File: config.mk
export PLATFORM = sky130hd
export DESIGN_NAME = da_bus_rx
export DESIGN_NICKNAME = d
export VERILOG_FILES = /design/src/rtl/da_bus_rx.sv
export SDC_FILE = /design/constraint.sdc
export NUM_CORES = 1
export LEC_CHECK = 0
export ABC_CLOCK_PERIOD_IN_PS = 2400
export CAP_MARGIN = 20
export CORE_ASPECT_RATIO = 2
export CORE_MARGIN = 5
export CORE_UTILIZATION = 25
export CTS_BUF_LIST = sky130_fd_sc_hd__clkbuf_8 sky130_fd_sc_hd__clkbuf_16
export CTS_CLUSTER_SIZE = 40
export DETAILED_ROUTE_END_ITERATION = 10
export PLACE_DENSITY = 0.5
export SYNTH_ARGS = -nofsm -noshare
export SYNTH_HDL_FRONTEND = slang
export SYNTH_SLANG_ARGS = --single-unit
File: constraint.sdc
create_clock -name clk -period 2.4 [get_ports clk]
set_input_delay 0.24 -clock clk [delete_from_list [all_inputs] [get_ports clk]]
set_output_delay 0.24 -clock clk [all_outputs]
set_load 0.02 [all_outputs]
File: src/rtl/da_bus_rx.sv
// Receiver for the parallel DAC write bus: decodes cs/wr strobes, checks protocol,
// and queues accepted samples onto a valid/ready stream with single-cycle error pulses.
module da_bus_rx #(
  parameter int MIN_WR_LOW = 1,
  parameter int FIFO_DEPTH = 4
) (
  input  logic        clk,
  input  logic        rst_n,
  input  logic        cs,
  input  logic        wr,
  input  logic [7:0]  din,
  input  logic        dout_rdy,
  output logic [7:0]  dout,
  output logic        dout_vld,
  output logic        err,
  output logic [1:0]  err_code,
  output logic [15:0] wr_cnt
);

  localparam int AW = (FIFO_DEPTH > 1) ? $clog2(FIFO_DEPTH) : 1;
  localparam logic [AW:0] DEPTH_C   = (AW+1)'(FIFO_DEPTH);
  localparam logic [3:0]  MIN_LOW_C = 4'(MIN_WR_LOW);

  localparam logic [1:0] ERR_ABORT    = 2'd1;
  localparam logic [1:0] ERR_UNSTABLE = 2'd2;
  localparam logic [1:0] ERR_OVF      = 2'd3;

  typedef enum logic [1:0] {IDLE, SEL, WRL} state_t;

  state_t      state;
  logic        cs_r, wr_r;
  logic [7:0]  din_r;
  logic [7:0]  hold;
  logic [3:0]  low_cnt;
  logic        bad;

  logic        push_req, eval_err;
  logic [1:0]  eval_code;
  logic        pop, full, push_ok, ovf;

  logic [7:0]  mem [FIFO_DEPTH];
  logic [AW-1:0] wr_ptr, rd_ptr;
  logic [AW:0]   count;

  // Idle-high reset values keep the first sampled cycle from looking like a strobe edge.
  // NOTE: sequential state uses non-blocking (<=) so every register sees pre-edge values.
  always_ff @(posedge clk or negedge rst_n) begin
    if (!rst_n) begin
      cs_r  <= 1'b1;
      wr_r  <= 1'b1;
      din_r <= 8'h00;
    end else begin
      cs_r  <= cs;
      wr_r  <= wr;
      din_r <= din;
    end
  end

  // Write evaluation happens in the cycle WRL sees the strobe end; cs rising wins (abort).
  // NOTE: every always_comb output gets a default first so no latch is inferred.
  always_comb begin
    push_req  = 1'b0;
    eval_err  = 1'b0;
    eval_code = 2'd0;
    if (state == WRL) begin
      if (cs_r) begin
        eval_err  = 1'b1;
        eval_code = ERR_ABORT;
      end else if (wr_r) begin
        if (low_cnt < MIN_LOW_C) begin
          eval_err  = 1'b1;
          eval_code = ERR_ABORT;
        end else if (bad) begin
          eval_err  = 1'b1;
          eval_code = ERR_UNSTABLE;
        end else begin
          push_req = 1'b1;
        end
      end
    end
  end

  assign pop     = dout_vld & dout_rdy;
  assign full    = (count == DEPTH_C);
  assign push_ok = push_req & (~full | pop);
  assign ovf     = push_req & ~push_ok;

  always_ff @(posedge clk or negedge rst_n) begin
    if (!rst_n) begin
      state    <= IDLE;
      hold     <= 8'h00;
      low_cnt  <= 4'd0;
      bad      <= 1'b0;
      err      <= 1'b0;
      err_code <= 2'd0;
    end else begin
      err <= eval_err | ovf;
      if (eval_err)
        err_code <= eval_code;
      else if (ovf)
        err_code <= ERR_OVF;

      case (state)
        IDLE: if (!cs_r) state <= SEL;
        SEL: begin
          if (cs_r) begin
            state <= IDLE;
          end else if (!wr_r) begin
            state   <= WRL;
            hold    <= din_r;
            low_cnt <= 4'd1;
          end
        end
        WRL: begin
          if (cs_r) begin
            state <= IDLE;
            bad   <= 1'b0;
          end else if (wr_r) begin
            state <= SEL;
            bad   <= 1'b0;
          end else begin
            if (low_cnt != 4'd15) low_cnt <= low_cnt + 4'd1;
            if (din_r != hold) bad <= 1'b1;
          end
        end
        default: state <= IDLE;
      endcase
    end
  end

  // NOTE: the storage is reset too, because dout reads it directly and must show 0 after reset.
  always_ff @(posedge clk or negedge rst_n) begin
    if (!rst_n) begin
      for (int i = 0; i < FIFO_DEPTH; i++) mem[i] <= 8'h00;
      wr_ptr <= '0;
      rd_ptr <= '0;
      count  <= '0;
      wr_cnt <= 16'h0000;
    end else begin
      if (push_ok) begin
        mem[wr_ptr] <= hold;
        wr_ptr      <= wr_ptr + 1'b1;
        wr_cnt      <= wr_cnt + 16'd1;
      end
      if (pop) rd_ptr <= rd_ptr + 1'b1;
      case ({push_ok, pop})
        2'b10:   count <= count + 1'b1;
        2'b01:   count <= count - 1'b1;
        default: count <= count;
      endcase
    end
  end

  assign dout     = mem[rd_ptr];
  assign dout_vld = (count != '0);

endmodule

# ---- Word-level counts from Yosys, hierarchy flattened
# Cells that the tools add are included.
# W data, S select, Z words.
dict set report word_totals {
  regBits 83
  input_bits 13
  output_inout_bits 28
  elab_cells 103
}
dict set report classes {
  add_sub_neg 6
  order_cmp 4
  n_eq_ne 15
  n_mux 39
  bitwise_logic 11
  n_reduce_logical 11
}
# cell count
set ops {}
lappend ops {{$bwmux W32} 1}
lappend ops {{$mux W2} 12}
lappend ops {{$mux W8} 3}
lappend ops {{$mux W4} 5}
lappend ops {{$add A16 B1 Y16 const B} 1}
lappend ops {{$bmux W8 S2} 1}
lappend ops {{$demux W8 S2} 1}
lappend ops {{$mux W1} 13}
lappend ops {{$ne A2 B2 Y1 const B} 5}
lappend ops {{$ne A8 B8 Y1} 1}
lappend ops {{$pmux W4 S2} 1}
lappend ops {{$ge A3 B3 Y1 const B} 2}
lappend ops {{$ne A3 B3 Y1 const B} 2}
lappend ops {{$not A2 Y3} 2}
lappend ops {{$pmux W2 S3} 1}
lappend ops {{$pmux W3 S2} 1}
lappend ops {{$reduce_and A3 Y1} 2}
lappend ops {{$reduce_and A6 Y1} 1}
lappend ops {{$reduce_bool A2 Y1} 3}
lappend ops {{$reduce_bool A3 Y1} 2}
lappend ops {{$add A2 B1 Y2 const B} 2}
lappend ops {{$add A4 B1 Y4 const B} 1}
lappend ops {{$eq A2 B1 Y1 const B} 2}
lappend ops {{$eq A2 B2 Y1 const B} 2}
lappend ops {{other kinds (13)} 19}

# ---- Depth between registers and ports, before layout
# Gate-level depths: netlist (run 1).
dict set report depth {
  depth_word 10
  ltp_mapped 11
  depth_no_buf 11
}

# ---- Worst setup path before layout (run 1)
# Ideal clock, no wire load.
dict set report synth_timing {
  path_kind {register to register}
  startpoint {register low_cnt[0]}
  endpoint {register count[2]}
  setup_ns 0.079
  arrival_ns 2.356
  t_required_ns 2.321
  path_slack_ns -0.035
  path_stages_with_launch 12
  period_less_slack_ns 2.435
  path_cell_list {dfrtp_1 -> inv_1 -> ha_1 -> nor3b_1 -> nor3_4 -> nand2_2 -> ha_1 -> inv_1 -> fa_1 -> xor2_1 -> nor2_1 -> xor2_1}
}
dict set report synth_via {
  elab_chain_cells 8
}
# item line_no
set synth_rtl {}
lappend synth_rtl {{start: declaration} 34} ;# logic [3:0] low_cnt;
lappend synth_rtl {{start signal: assignment} 122} ;# if (low_cnt != 4'd15) low_cnt <= low_cnt + 4'd1;
lappend synth_rtl {{$lt A4 B1 Y1 *} 70} ;# if (low_cnt < MIN_LOW_C) begin
lappend synth_rtl {{$mux W1 *} 70}
lappend synth_rtl {{$mux W1 *} 69} ;# end else if (wr_r) begin
lappend synth_rtl {{$mux W1 *} 66} ;# if (cs_r) begin
lappend synth_rtl {{$mux W1 *} 65} ;# if (state == WRL) begin
lappend synth_rtl {{$and A1 B1 Y1 *} 85} ;# assign push_ok = push_req & (~full | pop);
lappend synth_rtl {{$eq A2 B1 Y1 / $eq A2 B2 Y1 (equally long branches)} 146} ;# case ({push_ok, pop})
lappend synth_rtl {{$pmux W3 S2 / $reduce_bool A2 Y1 (equally long branches)} --}
lappend synth_rtl {{end signal: assignment} 147} ;# 2'b10: count <= count + 1'b1;
lappend synth_rtl {{end signal: assignment} 148} ;# 2'b01: count <= count - 1'b1;
lappend synth_rtl {{end signal: assignment} 149} ;# default: count <= count;
lappend synth_rtl {{end: declaration} 43} ;# logic [AW:0] count;
# Mark *: on every way between the ends. The rest lies on a longest branch, timed or not.
# A chain may end at the register's enable or synchronous reset.

# ---- Worst setup path in the final report (run 1)
dict set report layout_timing {
  startpoint {register rd_ptr[0]}
  endpoint {output port dout[5]}
}
dict set report layout_via {
  elab_chain_cells 4
}
# item line_no
set layout_rtl {}
lappend layout_rtl {{start: declaration} 42} ;# logic [AW-1:0] wr_ptr, rd_ptr;
lappend layout_rtl {{start signal: assignment} 145} ;# if (pop) rd_ptr <= rd_ptr + 1'b1;
lappend layout_rtl {{$not A2 Y3 (not written as such)} 154} ;# assign dout = mem[rd_ptr];
lappend layout_rtl {{$bmux W8 S2} 154}
lappend layout_rtl {{$mux W8 (not written as such) (2 in a row)} 154}
lappend layout_rtl {{end: declaration} 13} ;# output logic [7:0] dout,
# Every way passes these cells. The select of a mux whose other input is x is not followed.

==> run summary, run 1 <==
First-pass GRT wire length -> 12800 um
Critical path capture point type -> primary output
Status -> finished, final reports clean
Final Hold Viols -> 0
Yosys reg bits -> 83
CTS tree -> done
I/O pin cnt -> 41
DR WL/cell -> 14.3 um
Cell Area, Synth -> 3810 um^2
Largest net degree at the start of global routing -> 41
Synth cell types -> 49
Maxcap violations -> 0
Initial core utilization -> 25.2%
Final Cycle Share -> 93.6%
Pwr dens -> 827 nW/um^2
Final Skew -> 0.00834 ns
Final setup vio count -> 0
Worst rel slew slack -> 63.5%
Data required, critical path -> 2.16 ns
Lkg Pwr -> 2.10 nW
Synth Flop Type -> dfrtp_1
WS Path Type -> register to primary output
Asr flop ratio synth -> 100%
RSZ-0062 raised after global routing -> no
Drt first-iter violations -> 56
TritonRoute pass-1 iters -> 4
Critical Path AT -> 2.01 ns
Placeable Area -> 15100 um^2
TNS Setup -> 0 ns
Routed WL -> 7660 um
Die span in x -> 97.3 um
Via count of the first global-routing pass -> 2407
Type of origin of the critical path -> register
Highest fanout seen on the critical path -> 5
Synth Area in Simple Gates -> 12.5%
Via density -> 4.28
Max-slew violation count -> 0
TritonCTS sink count -> 83
Die Ht -> 185 um
Clock-pin slew of the registers on the worst-case setup and hold paths -> 0.06 ns
CTS Buffer Depth -> 2
Number of post-CTS setup repair buffers -> 0
Most common cell after layout, fill and taps aside -> dfrtp_1
CTS H-tree lvls -> 3
Post-detail-place hpwl -> 5520 um
Post-synthesis sequential area ratio -> 54.6%
Most frequent cells in the layout -> dfrtp_1, mux2_2, clkdlybuf4s50_1, xnor2_1, buf_4
RePlAce Congestion -> 0.756
Via count -> 2291
Final ANT Viol Nets -> 0
Max Fclk -> 445 MHz
Hold crit path type -> input port to register
Post-synth EDFFs -> 0
Remaining global-route overflow -> 0
Mux cell area share after synthesis -> 18.3%
Layout cells sized above 1 -> 27.9%
Worst vdd rail ir drop -> 0.391 mV
Final Power -> 3.96 mW
Num CTS Buffers -> 9
Main combinational cell family by area after synthesis -> multiplexers
Adder-cell share of the synthesized area -> 3.15%
Clock Root Buffer -> clkbuf_16
Diode count -> 0
Clk_lat worst skew -> 0.34 ns
Fin crit period -> 2.25 ns
# rows -> 64
Slew @ Worst Pin -> 0.548 ns
Synth warn -> 0
Compound-cell area share of the yosys netlist -> 2.66%
Layout area overhead -> 25.8%
Flop-to-flop setup slack -> 0.16 ns
Residual DRC -> 0
Mapped Nets -> 299
Final #Nets -> 354
Cells after Synth -> 277
GRT Total Usage -> 9.02%
Initial antenna violation count -> 0
Die area -> 18000 um^2
Syn avg cell area -> 13.7 um^2
XOR/XNOR Fraction of Synth Area -> 6.67%
PortBufs -> 40
[synth_stat cells (2+ instances only)]
master | number | area share (%)
nor2_2 | 2 | 0.33
xor2_1 | 4 | 0.92
nor2_1 | 6 | 0.59
nand3_4 | 4 | 1.8
a31oi_1 | 2 | 0.33
nand4_1 | 11 | 1.8
dfrtp_1 | 81 | 53
and4_1 | 3 | 0.69
a21oi_1 | 5 | 0.66
nand2_1 | 11 | 1.1
buf_2 | 5 | 0.66
mux2i_1 | 2 | 0.53
dfstp_2 | 2 | 1.4
nor2b_1 | 2 | 0.33
inv_1 | 7 | 0.69
mux2_2 | 39 | 12
ha_1 | 8 | 2.6
nand3_1 | 6 | 0.79
and3_1 | 7 | 1.1
o21ai_0 | 3 | 0.39
mux2_4 | 3 | 1.2
and2_1 | 5 | 0.82
xnor2_1 | 25 | 5.7
mux4_2 | 8 | 4.7
clkbuf_1 | 2 | 0.20
[worst max-delay path, cell delays in order (launching register included)]
cell	delay, ns
dfrtp_2	0.43
buf_4	0.16
mux4_2	0.53
clkdlybuf4s50_1	0.56
[registers in the layout (all words and copies together), names as in the netlist]
signal	cells
wr_ptr	2
rd_ptr	2
low_cnt	4
mem	32
err	1
wr_r	1
bad	1
state	2
din_r	8
cs_r	1
err_code	2
hold	8
count	3
wr_cnt	16
[per-layer routing]
metal | routed length (um) | track usage, %
met1 | 3610 | 11.8
met2 | 3660 | 14.5
met3 | 255 | 1.93
met4 | 127 | 3.66
met5 | 0 | 0
[power breakdown]
group	internal [mW]	switching [mW]	total (mW)
clock network	0.729	0.557	1.29
logic	0.471	0.391	0.862
registers	1.59	0.223	1.81
[worst paths after layout]
kind,from,endpoint,depth (start not counted)
max,rd_ptr[0],dout[5],3
min,cs,cs_r,1
max reg2reg,low_cnt[0],count[2],11
min reg2reg,wr_cnt[15],wr_cnt[15],1
max in group asynchronous,rst_n,cs_r,3
min in group asynchronous,rst_n,mem[9],2
[timing repair]
item	CTS	global route
resized for setup	0	1
hold endpoints to repair	36	0
setup endpoints to repair	0	1
hold buffers	1	0
[area by class of cell]
class,instances,area [um^2]
Inverter,7,26.3
Clock inverter,6,40.0
Multi-Input combinational cell,177,1650
Tap cell,198,248
Clock buffer,10,239
Sequential cell,83,2080
Fill cell,1507,10300
Timing Repair Buffer,54,505
[cell families after synthesis]
group	count (synthesis)
AOI/OAI and AO/OA	16
xor gates and xnor gates	29
adders and majority gates	9
buffers and inverters	17
DFF	83
muxes	53
and+or+nand+nor	70
[stage by stage]
step	std cells	util [%]	instance area (um^2)	setup WS (ns)	hold slack (ns)
floorplan	277	-	3810	0.0936	-0.0556
global placement	518	29.7	4500	0.125	0.267
detailed placement	518	29.7	4500	0.0954	0.268
CTS	535	31.7	4790	0.0462	0.301
global route	535	31.7	4790	0.000385	0.311
finish	535	31.7	4790	0.153	0.312
(Power assumes the default switching activity.)
==> run 2, diff against run 1 <==
- ABC_CLOCK_PERIOD_IN_PS: 2400 -> 2000
- clock period: 2.4 -> 2 ns (I/O delays scaled with it)
==> run 2 against run 1 <==
Against the previous run: total power rose by 23%; final cell count rose by 1.9%; critical path depth did not move; global-route usage rose by 0.17 points; sequential cell count did not move; count of clock-buffer cells in the layout fell by 1; critical endpoint is now dout[0].
==> run summary, run 2 (synthesis gave the netlist of run 1 again) <==
Final Hold Viols -> 0 (unchanged)
Slew @ Worst Pin -> 0.382 ns (-0.166 ns)
Post-detail-place hpwl -> 5330 um (-3.5%)
RePlAce Congestion -> 0.715 (-5.3%)
Final ANT Viol Nets -> 0 (unchanged)
Residual DRC -> 0 (unchanged)
Final setup vio count -> 0 (unchanged)
Most common cell after layout, fill and taps aside -> dfrtp_1
Max-slew violation count -> 0 (unchanged)
Drt first-iter violations -> 80 (+43%)
Placed insts -> 527 (+1.7%)
Max reg flops -> 32 (unchanged)
Initial antenna violation count -> 0 (unchanged)
Final Cycle Share -> 96.0%
RSZ-0062 raised after global routing -> yes
Initial core utilization -> 25.2% (unchanged)
Num CTS Buffers -> 9 (unchanged)
Clock-pin slew of the registers on the worst-case setup and hold paths -> 0.07 ns (about the same)
Critical Path AT -> 1.72 ns (-0.29 ns)
Placed standard-cell area -> 4620 um^2 (+2.7%)
WS Path Type -> register to primary output
Placeable Area -> 15100 um^2 (unchanged)
Via count -> 2337 (+2.0%)
Hold slack -> 0.250 ns (-0.0620 ns)
CTS Buffer Depth -> 2 (unchanged)
Die area -> 18000 um^2 (unchanged)
Remaining global-route overflow -> 0 (unchanged)
Final #Nets -> 364 (+2.8%)
Hold crit path type -> input port to asynchronous set/reset pin
Maxcap violations -> 0 (unchanged)
Data required, critical path -> 1.80 ns (-0.36 ns)
Status -> finished, final reports clean
Highest fanout seen on the critical path -> 10 (+5)
Pwr dens -> 990 nW/um^2 (+20%)
Diode count -> 0 (unchanged)
Die Ht -> 185 um (unchanged)
Clock Root Buffer -> clkbuf_16
Clk_lat worst skew -> 0.34 ns (about the same)
Final std cells w/o fill -> 545 (+1.9%)
Lkg Pwr -> 2.18 nW (+3.9%)
Fin crit period -> 1.92 ns
Final Cell Area -> 4920 um^2 (+2.6%)
DR WL/cell -> 14.0 um (-2.2%)
First-pass GRT wire length -> 13000 um (+1.2%)
Max Fclk -> 521 MHz
Via count of the first global-routing pass -> 2446 (+1.6%)
Placement Setup Slack -> -0.149 ns (-0.244 ns)
TritonCTS sink count -> 83 (unchanged)
Largest net degree at the start of global routing -> 71 (+73%)
PortBufs -> 40 (unchanged)
Die span in x -> 97.3 um (unchanged)
# rows -> 64 (unchanged)
Via density -> 4.29 (+0.14%)
Top flop regs -> mem (32), wr_cnt (16)
CTS H-tree lvls -> 3 (unchanged)
I/O pin cnt -> 41 (unchanged)
GRT Total Usage -> 9.19% (+0.17 points)
Routed WL -> 7630 um (-0.33%)
Final WS setup -> 0.0793 ns (-0.0734 ns)
Worst vdd rail ir drop -> 0.390 mV (-0.34%)
Critical path capture point type -> primary output
Layout area overhead -> 29.1%
TritonRoute pass-1 iters -> 4 (unchanged)
Layout cells sized above 1 -> 31.7% (+3.8 points)
Largest Register -> mem
Type of origin of the critical path -> register
Worst rel slew slack -> 74.5% (+11 points)
Most frequent cells in the layout -> dfrtp_1, mux2_2, clkdlybuf4s50_1, xnor2_1, buf_4
Final Skew -> 0.00832 ns (-0.0000227 ns)
CTS tree -> done
## run 2: cell types whose count changed in the layout (fill, tap and decap cells not counted), sizes merged
cell and change:
buf +10, clkbuf -1, clkdlybuf4s15 +1, clkdlybuf4s50 -8, clkinv -3, clkinvlp +2, dlygate4sd2 +7, inv +2
## run 2: path summary, 6_finish.rpt
path | from | endpoint | slack (ns) | cells after the start
worst max-delay path | rd_ptr[0] | dout[0] | 0.08 | 3
worst min-delay path | rst_n | wr_cnt[12] | 0.25 | 2
worst max register to register | low_cnt[1] | count[2] | 0.08 | 11
worst min register to register | wr_cnt[15] | wr_cnt[15] | 0.47 | 1
max in group asynchronous | rst_n | cs_r | 1.09 | 3
min in group clk | cs | cs_r | 0.28 | 1
## run 2: power breakdown
part,switching (mW),internal (mW),total [mW]
registers,0.201,1.91,2.11
clock network,0.728,0.861,1.59
logic,0.547,0.626,1.17
total,1.48,3.39,4.87
## run 2: stage by stage
step,utilization [%],setup TNS [ns],power (mW)
finish,32.5,0,4.87
global route,32.5,-0.102,5.17
CTS,32.5,0,4.96
detailed placement,30.5,-0.149,3.37
global placement,30.5,-0.118,3.35
floorplan,-,-0.268,2.87
## run 2: what timing repair did
item / CTS / global route
setup buffers: 1 / 0
endpoints found under the setup margin: 9 / 2
hold buffers: 1 / 0
hold endpoints to repair: 13 / 0
pin swaps: 3 / 1
resized for setup: 10 / 1
## run 2: cell type report
class	instances	area, um^2
timing repair buffer	64	597
tap	198	248
fill	1498	10200
multi-input combinational	177	1680
inverter	7	26.3
clock inverter	7	57.6
clock buffer	9	225
sequential	83	2080
## run 2: worst max-delay path, cell delays in order (launching register included)
cell and delay [ns]:
dfrtp_1 0.37, buf_12 0.16, mux4_2 0.52, dlygate4sd2_1 0.34
## run 2: layer usage
metal  vias to the layer above  part of all wire, %  global-route usage (%)
li1                       1117                    -                       -
met5                         -                    0                       0
met2                        48                   48                    14.3
met4                         0                  1.9                    3.66
met1                      1162                   46                    12.0
met3                        10                  3.8                    2.73
